### src/rtl/rf_arb_pkg.sv
// Shared constants and types for the register-file read-port arbiter.
package rf_arb_pkg;

   localparam int NUM_REQ   = 4;
   localparam int DATA_W    = 32;
   localparam int ADDR_W    = 5;
   localparam int MAX_BURST = 4;
   localparam int ID_W      = $clog2(NUM_REQ);

   // Burst counter is wide enough for the largest legal MAX_BURST (15).
   localparam int BURST_W   = 4;

   typedef logic [ID_W-1:0]    req_id_t;
   typedef logic [BURST_W-1:0] burst_cnt_t;

endpackage

### src/rtl/rf_read_arbiter_rr_pick.sv
// Rotating priority encoder: the first set request at or above ptr
// (modulo N) wins. With no request the index falls back to ptr.
module rr_pick #(
   parameter int N     = 4,
   parameter int IDX_W = 2
) (
   input  logic [N-1:0]     req,
   input  logic [IDX_W-1:0] ptr,
   output logic [N-1:0]     gnt,
   output logic [IDX_W-1:0] idx
);

   // Scan offsets from farthest to nearest so the nearest active request is the last one written.
   always_comb begin
      // NOTE: every output gets a default before the loop so no path leaves it unassigned (no latch).
      gnt = '0;
      idx = ptr;
      for (int i = N - 1; i >= 0; i--) begin
         if (req[(int'(ptr) + i) % N]) begin
            gnt                          = '0;
            gnt[(int'(ptr) + i) % N]     = 1'b1;
            idx                          = IDX_W'((int'(ptr) + i) % N);
         end
      end
   end

endmodule

### src/rtl/rf_read_arbiter.sv
// Round-robin arbiter for the shared register-file read port. Grants one
// requester per cycle, drives the read-mux select, and returns a registered,
// tagged response one cycle later. A locked requester may hold the port for
// up to MAX_BURST back-to-back reads.
module rf_read_arbiter #(
   parameter int NUM_REQ   = rf_arb_pkg::NUM_REQ,
   parameter int DATA_W    = rf_arb_pkg::DATA_W,
   parameter int ADDR_W    = rf_arb_pkg::ADDR_W,
   parameter int MAX_BURST = rf_arb_pkg::MAX_BURST,
   localparam int ID_W     = $clog2(NUM_REQ)
) (
   input  logic                      i_clk,
   input  logic                      i_rst,
   input  logic [NUM_REQ-1:0]        i_req,
   input  logic [NUM_REQ-1:0]        i_lock,
   input  logic [NUM_REQ*ADDR_W-1:0] i_addr,
   input  logic                      i_stall,
   output logic [NUM_REQ-1:0]        o_gnt,
   output logic [ADDR_W-1:0]         o_rf_addr,
   input  logic [DATA_W-1:0]         i_rf_data,
   output logic                      o_rsp_valid,
   output logic [ID_W-1:0]           o_rsp_id,
   output logic [DATA_W-1:0]         o_rsp_data
);

   import rf_arb_pkg::*;

   logic [ID_W-1:0]    rr_ptr;
   logic [ID_W-1:0]    last_id;
   burst_cnt_t         burst_cnt;

   logic [NUM_REQ-1:0] pick_gnt;
   logic [ID_W-1:0]    pick_idx;
   logic [ID_W-1:0]    winner;
   logic [ID_W-1:0]    addr_id;
   logic [ID_W-1:0]    next_ptr;
   logic               lock_win;
   logic               grant_en;

   rr_pick #(
      .N     (NUM_REQ),
      .IDX_W (ID_W)
   ) u_pick (
      .req (i_req),
      .ptr (rr_ptr),
      .gnt (pick_gnt),
      .idx (pick_idx)
   );

   // Resolve lock override against the round-robin pick and drive grant and read select.
   always_comb begin
      // A non-zero burst_cnt means last_id was granted in the previous cycle.
      lock_win  = (burst_cnt != '0) && (burst_cnt < BURST_W'(MAX_BURST))
                  && i_req[last_id] && i_lock[last_id];
      grant_en  = (|i_req) && !i_stall && !i_rst;
      winner    = lock_win ? last_id : pick_idx;
      next_ptr  = (winner == ID_W'(NUM_REQ - 1)) ? '0 : winner + 1'b1;
      o_gnt     = '0;
      if (grant_en) begin
         if (lock_win) begin
            o_gnt[last_id] = 1'b1;
         end else begin
            o_gnt = pick_gnt;
         end
      end
      // Without a grant the select parks on rr_ptr so the mux never sees X.
      addr_id   = grant_en ? winner : rr_ptr;
      o_rf_addr = i_addr[addr_id*ADDR_W +: ADDR_W];
   end

   // Arbitration state: rotate priority, remember the last winner, count its run length.
   always_ff @(posedge i_clk) begin
      // NOTE: non-blocking assignments so every register here sees pre-edge values of the others.
      if (i_rst) begin
         rr_ptr    <= '0;
         last_id   <= '0;
         burst_cnt <= '0;
      end else if (grant_en) begin
         if (!lock_win) begin
            rr_ptr <= next_ptr;
         end
         last_id <= winner;
         if ((winner == last_id) && (burst_cnt != '0)) begin
            // Saturate so a long sole-requester run cannot wrap back to "no previous grant".
            if (burst_cnt != '1) begin
               burst_cnt <= burst_cnt + 1'b1;
            end
         end else begin
            burst_cnt <= BURST_W'(1);
         end
      end else begin
         burst_cnt <= '0;
      end
   end

   // Response register: tag and data are captured only on granted cycles.
   always_ff @(posedge i_clk) begin
      if (i_rst) begin
         o_rsp_valid <= 1'b0;
         o_rsp_id    <= '0;
         o_rsp_data  <= '0;
      end else begin
         o_rsp_valid <= grant_en;
         if (grant_en) begin
            o_rsp_id   <= winner;
            o_rsp_data <= i_rf_data;
         end
      end
   end

endmodule

### config.mk
export PLATFORM = sky130hd
export DESIGN_NAME = rf_read_arbiter
export DESIGN_NICKNAME = d
export VERILOG_FILES = /design/src/rtl/rf_arb_pkg.sv /design/src/rtl/rf_read_arbiter_rr_pick.sv /design/src/rtl/rf_read_arbiter.sv
export SDC_FILE = /design/constraint.sdc
export NUM_CORES = 1
export LEC_CHECK = 0
export ABC_AREA = 1
export CAP_MARGIN = 0
export CELL_PAD_IN_SITES_DETAIL_PLACEMENT = 0
export CELL_PAD_IN_SITES_GLOBAL_PLACEMENT = 1
export CORE_AREA = 4 4 110 91
export DETAILED_ROUTE_END_ITERATION = 8
export DIE_AREA = 0 0 114 95
export PLACE_DENSITY_LB_ADDON = 0.05
export SLEW_MARGIN = 20
export SYNTH_ARGS = -nofsm -noshare
export SYNTH_HDL_FRONTEND = slang
export SYNTH_SLANG_ARGS = --single-unit
### constraint.sdc
create_clock -name i_clk -period 3.95 [get_ports i_clk]
set_clock_uncertainty 0.15 [all_clocks]
set_input_delay 0.9875 -clock i_clk [delete_from_list [all_inputs] [get_ports i_clk]]
set_output_delay 0.9875 -clock i_clk [all_outputs]
set_load 0.02 [all_outputs]
# Word level (Yosys, flattened, before mapping)
# Cells that the tools add are included.
[classes]
addsub = 5
n_reduce_logical = 21
magnitude_cmp = 11
muxes = 40
n_mul = 1
eq_ne = 4
shift = 1
bitwise_logic = 6
[ops]
columns = ["operator", "n"]
rows = [
  ["$mux W4", 6],
  ["$shiftx A20 B6 Y5", 1],
  ["$mux W1", 16],
  ["$mux W2", 7],
  ["$bmux W1 S2", 6],
  ["$lt A3 B4 Y1 const B", 3],
  ["$logic_and A1 B1 Y1", 11],
  ["$demux W1 S2", 5],
  ["$ge A3 B1 Y1 const B", 3],
  ["$reduce_or A2 Y1", 4],
  ["$lt A2 B3 Y1 const B", 2],
  ["$mul A2 B3 Y5 const B", 1],
  ["$add A2 B1 Y2 const B", 2],
  ["$add A2 B2 Y2 const B", 2],
  ["$add A4 B1 Y4 const B", 1],
  ["$ge A2 B1 Y1 const B", 2],
  ["$lt A4 B3 Y1 const B", 1],
  ["$ne A4 B4 Y1 const B", 1],
  ["$reduce_bool A4 Y1", 1],
  ["$reduce_or A4 Y1", 1],
  ["$and A1 B1 Y1 const A", 3],
  ["$not A1 Y1", 3],
  ["$reduce_or A3 Y1", 1],
  ["$eq A2 B2 Y1", 1],
  ["4 further kinds", 5],
]
[totals]
elab_cells = 95
ff_bits = 41
output_inout_bits = 44

# Depth between registers and ports, before layout
[logic_depth]
ltp_word = 15
mapped_depth = 17
ltp_nobuf = 16

# By module
# From an unflattened synthesis, not the netlist that was laid out.
[hier_totals]
hier_cells = 408
hier_area_um2 = 2650.0
[modules_own_cells]
columns = ["module", "seq_area_each_um2", "area_per_inst_um2", "cells_each", "instances"]
rows = [
  ["rf_read_arbiter", 820.8, 2183.3, 323, 1],
  ["rr_pick", 0.0, 466.7, 85, 1],
]

# Least setup slack after synthesis
# No wires, ideal clock.
[synth_timing]
kind = "input to output"
from = "input i_req[0]"
to = "output o_rf_addr[0]"
path_slack_ns = 0.541
path_stages = 8
arrival_time_ns = 2.272
t_required_ns = 2.812
path_cell_list = "nor4_1 -> nor3_4 -> inv_2 -> nand2_1 -> clkbuf_1 -> nand3_1 -> nand3_1 -> nand2_1"
[synth_via]
elab_chain_len = 11
elab_cells_between_ends = 26
[synth_lines]
columns = ["item", "line_no", "text"]
rows = [
  ["start: declaration", "rf_read_arbiter.sv:14", "input logic [NUM_REQ-1:0] i_req,"],
  ["$bmux W1 S2", "rf_read_arbiter_rr_pick.sv:19", "if (req[(int'(ptr) + i) % N]) begin"],
  ["$mux W1 (not written as such) (2 in a row)", "rf_read_arbiter_rr_pick.sv:19", ""],
  ["$mux W2 (4 in a row)", "rf_read_arbiter_rr_pick.sv:19", ""],
  ["$mux W2", "rf_read_arbiter.sv:56", "winner = lock_win ? last_id : pick_idx;"],
  ["$mux W2 *", "rf_read_arbiter.sv:67", "addr_id = grant_en ? winner : rr_ptr;"],
  ["$mul A2 B3 Y5 *", "rf_read_arbiter.sv:68", "o_rf_addr = i_addr[addr_id*ADDR_W +: ADDR_W];"],
  ["$shiftx A20 B6 Y5 *", "rf_read_arbiter.sv:68", ""],
  ["end: declaration", "rf_read_arbiter.sv:19", "output logic [ADDR_W-1:0] o_rf_addr,"],
]
# Every way passes the cells marked *; elsewhere a longest branch is shown, timed or not. The select of a mux whose other input is x is not followed.

# Worst setup path in the final report
[layout_timing]
from = "input i_lock[2]"
to = "output o_rf_addr[0]"
[layout_via]
elab_chain_len = 7
[layout_lines]
columns = ["item", "line_no", "text"]
rows = [
  ["start: declaration", "rf_read_arbiter.sv:15", "input logic [NUM_REQ-1:0] i_lock,"],
  ["$bmux W1 S2", "rf_read_arbiter.sv:54", "&& i_req[last_id] && i_lock[last_id];"],
  ["$mux W1 (not written as such)", "rf_read_arbiter.sv:54", ""],
  ["$logic_and A1 B1 Y1", "rf_read_arbiter.sv:54", ""],
  ["$mux W2", "rf_read_arbiter.sv:56", ""],
  ["$mux W2", "rf_read_arbiter.sv:67", ""],
  ["$mul A2 B3 Y5", "rf_read_arbiter.sv:68", ""],
  ["$shiftx A20 B6 Y5", "rf_read_arbiter.sv:68", ""],
]
# No other way between the ends. The select of a mux whose other input is x is not followed.

==> flow_summary.toml <==
[yosys]
netlist.area_leader.share_pct = 33.8
synth_largest_area_cell = "sky130_fd_sc_hd__dfxtp_1"
synth_enable_flop_cells = 0
synth_xor_area_share_pct = 0.360
ys_seq_elements = 41
ys_types = 33
synthMuxAreaShare_pct = 0
most_area_consuming_cells_after_synthesis = "sky130_fd_sc_hd__dfxtp_1, sky130_fd_sc_hd__nand2_1, sky130_fd_sc_hd__nand3_1"
synth-adder-area-share_pct = 5.15
syn_area_per_cell_um2 = 6.61
synth_flop_cell = "sky130_fd_sc_hd__dfxtp_1"
synth_top_family_by_area = "simple AND/OR/NAND/NOR gates"
postSynth.asyncResetShare_pct = 0
yosys_warnings = 0
ys_seq_area_share_pct = 33.8
netlist_area_mm2 = 0.00243
count_of_mapped_cells_out_of_synthesis = 368
postSynthNetCount = 441
post_synth_and_or_nand_nor_area_fraction_pct = 34.5
synth_compound_area_share_pct = 14.9

[critical_path]
critPathCapture = "o_rf_addr[0]"
startpoint_types = "primary input"
critical_path_required_ps = 2810
path_max_fanout = 6
critical_path_class = "primary input to primary output"
rr_worst_depth = 16
crit_start = "i_lock[2]"
critical_path_arrival_ps = 2660
worst_setup_path_end_kind = "primary output"
timing.rr.end = "o_rsp_id[0]"
worst-r2r-setup-slack_ps = 1630
reg2reg_from = "rr_ptr[0]"

[timing]
worstMarginPinSlew_ps = 567
timing.final.hold_violations = 0
finalWorstPathRequiredPeriod_ps = 3800
fmax_mhz = 263
post-route-period-util_pct = 96.2
maxSlewViolCount = 0
relSlewSlack_pct = 62.2
setup_viol = 0
fin_setup_tns_ps = 0
whs_ps = 336
fin_ws_ps = 152

[clocking]
tritoncts = "yes"
cts_buffer_count = 5
clock-root-buffer = "sky130_fd_sc_hd__clkbuf_16"
htree_levels = 2
clk_transition_reported_paths_ps = 60
post_cts_hold_buffer_count = 0
clk-insertion-delay-late_ps = 280
cts.sinks = 41
cts_max_path_buffers = 2

[route]
route.detailed.wl_per_inst_um = 12.1
antenna_left = 0
firstDrtPassIters = 4
routed-via-count = 2724
vias_per_cell = 4.41
drtIter0Drc = 105
routed_wirelength_um = 7470
drcViolationCount = 0

[pwr]
comb_power_share_pct = 37.4
power.internal_w = 0.000944
power.share.sequential_pct = 33.4
power.static_leakage_nw = 1.77
share_clk_of_total_power_pct = 29.1
power.ir.vdd_worst_uv = 225
p_per_area_mw_per_mm2 = 339
switching_power_w = 0.000433
sw_frac_of_total_pct = 31.5

[grt]
initial_antenna_violation_count = 0
grt_use_total_pct = 13.7
grt_max_degree = 68
grt_first_pass_wirelength_um = 12100
via_count_of_the_first_global_routing_pass = 2691
overflow = 0

[layout]
commonest_non_fill_non_tap_cells_in_the_layout = "sky130_fd_sc_hd__nand2_1, sky130_fd_sc_hd__clkdlybuf4s50_1, sky130_fd_sc_hd__dfxtp_1"
n_fill_cell = 921
layout_commonest_cell = "sky130_fd_sc_hd__nand2_1"
final_cell_count_no_fill = 618
diodes = 0
syn_to_final_growth_pct = 67.0
fin_nets = 576
post-route-util_pct = 45.5
post_route_cells_drive_above_1_share_pct = 16.9

[floorplan]
die-area_mm2 = 0.0108
fp-row-count = 31
core-area_mm2 = 0.00892
initial_core_util_pct = 27.3
die-width_um = 114
num_io_pins = 107
die_height_um = 95

[flow_run]
maxCapViolCount = 0

[min_path]
holdCritPathClass = "flop to flop"

[placement]
port_buffers = 106
dp_worst_setup_slack_ps = -540
gp_congestion = 0.820
post-place-cells = 605
hpwlAfterDp_um = 5480

[outcome]
outcome = "finished clean"
## final cells by class
type                       count  area [um^2]  share of cell area, %
clock buffer                   6          139                   3.42
clock inverter                 1         7.51                  0.185
inverter                      51          199                   4.90
multi-input combinational    261         1390                   34.3
sequential                    41          821                   20.2
tap                          115          144                   3.54
timing repair buffer         143         1360                   33.5
## how the worst min path moves through the flow
stage | startpoint | end | cells past startpoint
after detailed placement | o_rsp_data[5] | o_rsp_data[5] | 2
final | o_rsp_data[19] | o_rsp_data[19] | 2
after global placement | o_rsp_data[25] | o_rsp_data[25] | 2
after floorplan | burst_cnt[0] | burst_cnt[3] | 4
after global routing | o_rsp_data[27] | o_rsp_data[27] | 2
after CTS | o_rsp_data[19] | o_rsp_data[19] | 2
## Yosys cell counts (all sizes together), types with 6 or more instances
library cell  count
nand2           117
inv              50
nand3            44
o21ai            44
dfxtp            41
nor2             14
clkbuf           11
ha               10
a21oi             9
o211ai            6
## metal layers
layer,GRT usage [%],vias up,share of wire (%)
li1,-,1450,-
met1,16.5,1188,46
met2,22.2,78,44
met3,5.77,8,9.0
met4,4.35,0,1.1
met5,0,-,0
## worst max-delay path, cell delays in order
cell,delay [ps]
sky130_fd_sc_hd__clkdlybuf4s50_1,460
sky130_fd_sc_hd__nor3_1,50
sky130_fd_sc_hd__nor2_1,200
sky130_fd_sc_hd__nand3_4,140
sky130_fd_sc_hd__buf_6,150
sky130_fd_sc_hd__nand2_4,60
sky130_fd_sc_hd__nand3_4,110
sky130_fd_sc_hd__buf_6,160
sky130_fd_sc_hd__nand3_1,60
sky130_fd_sc_hd__nand3_1,80
sky130_fd_sc_hd__nand2_2,80
sky130_fd_sc_hd__buf_6,110
## logic make-up after synthesis
group,count (synthesis)
and+or+nand+nor,186
buffers and inverters,66
AOI/OAI and AO/OA,64
DFF,41
adders and majority gates,10
xor gates and xnor gates,1
## state kept, by name (all words and copies together) (netlist names)
name / count
burst_cnt: 4
o_rsp_data: 32
o_rsp_id: 2
o_rsp_valid: 1
rr_ptr: 2
## power by group through the flow
stage	sequential [W]	combinational [W]	clock, W
2_1_floorplan	0.000500	0.000220	0
6_report	0.000461	0.000516	0.000401
4_1_cts	0.000461	0.000493	0.000423
3_5_place_dp	0.000469	0.000488	0
3_3_place_gp	0.000468	0.000490	0
5_1_grt	0.000464	0.000565	0.000434
## what timing repair did
action | CTS | global route
pin swaps | 3 | 11
gates resized for setup | 44 | 17
setup buffers | 3 | 2
endpoints found under the setup margin | 9 | 6
gates cloned | 1 | 0
## stage by stage
step	instance area (um^2)	power (W)
3_3_place_gp	3790	0.000958
6_report	4060	0.00138
3_5_place_dp	3790	0.000957
4_1_cts	3980	0.00138
5_1_grt	4060	0.00146
2_1_floorplan	2430	0.000721
No activity file was read; power rests on OpenSTA's default activity.
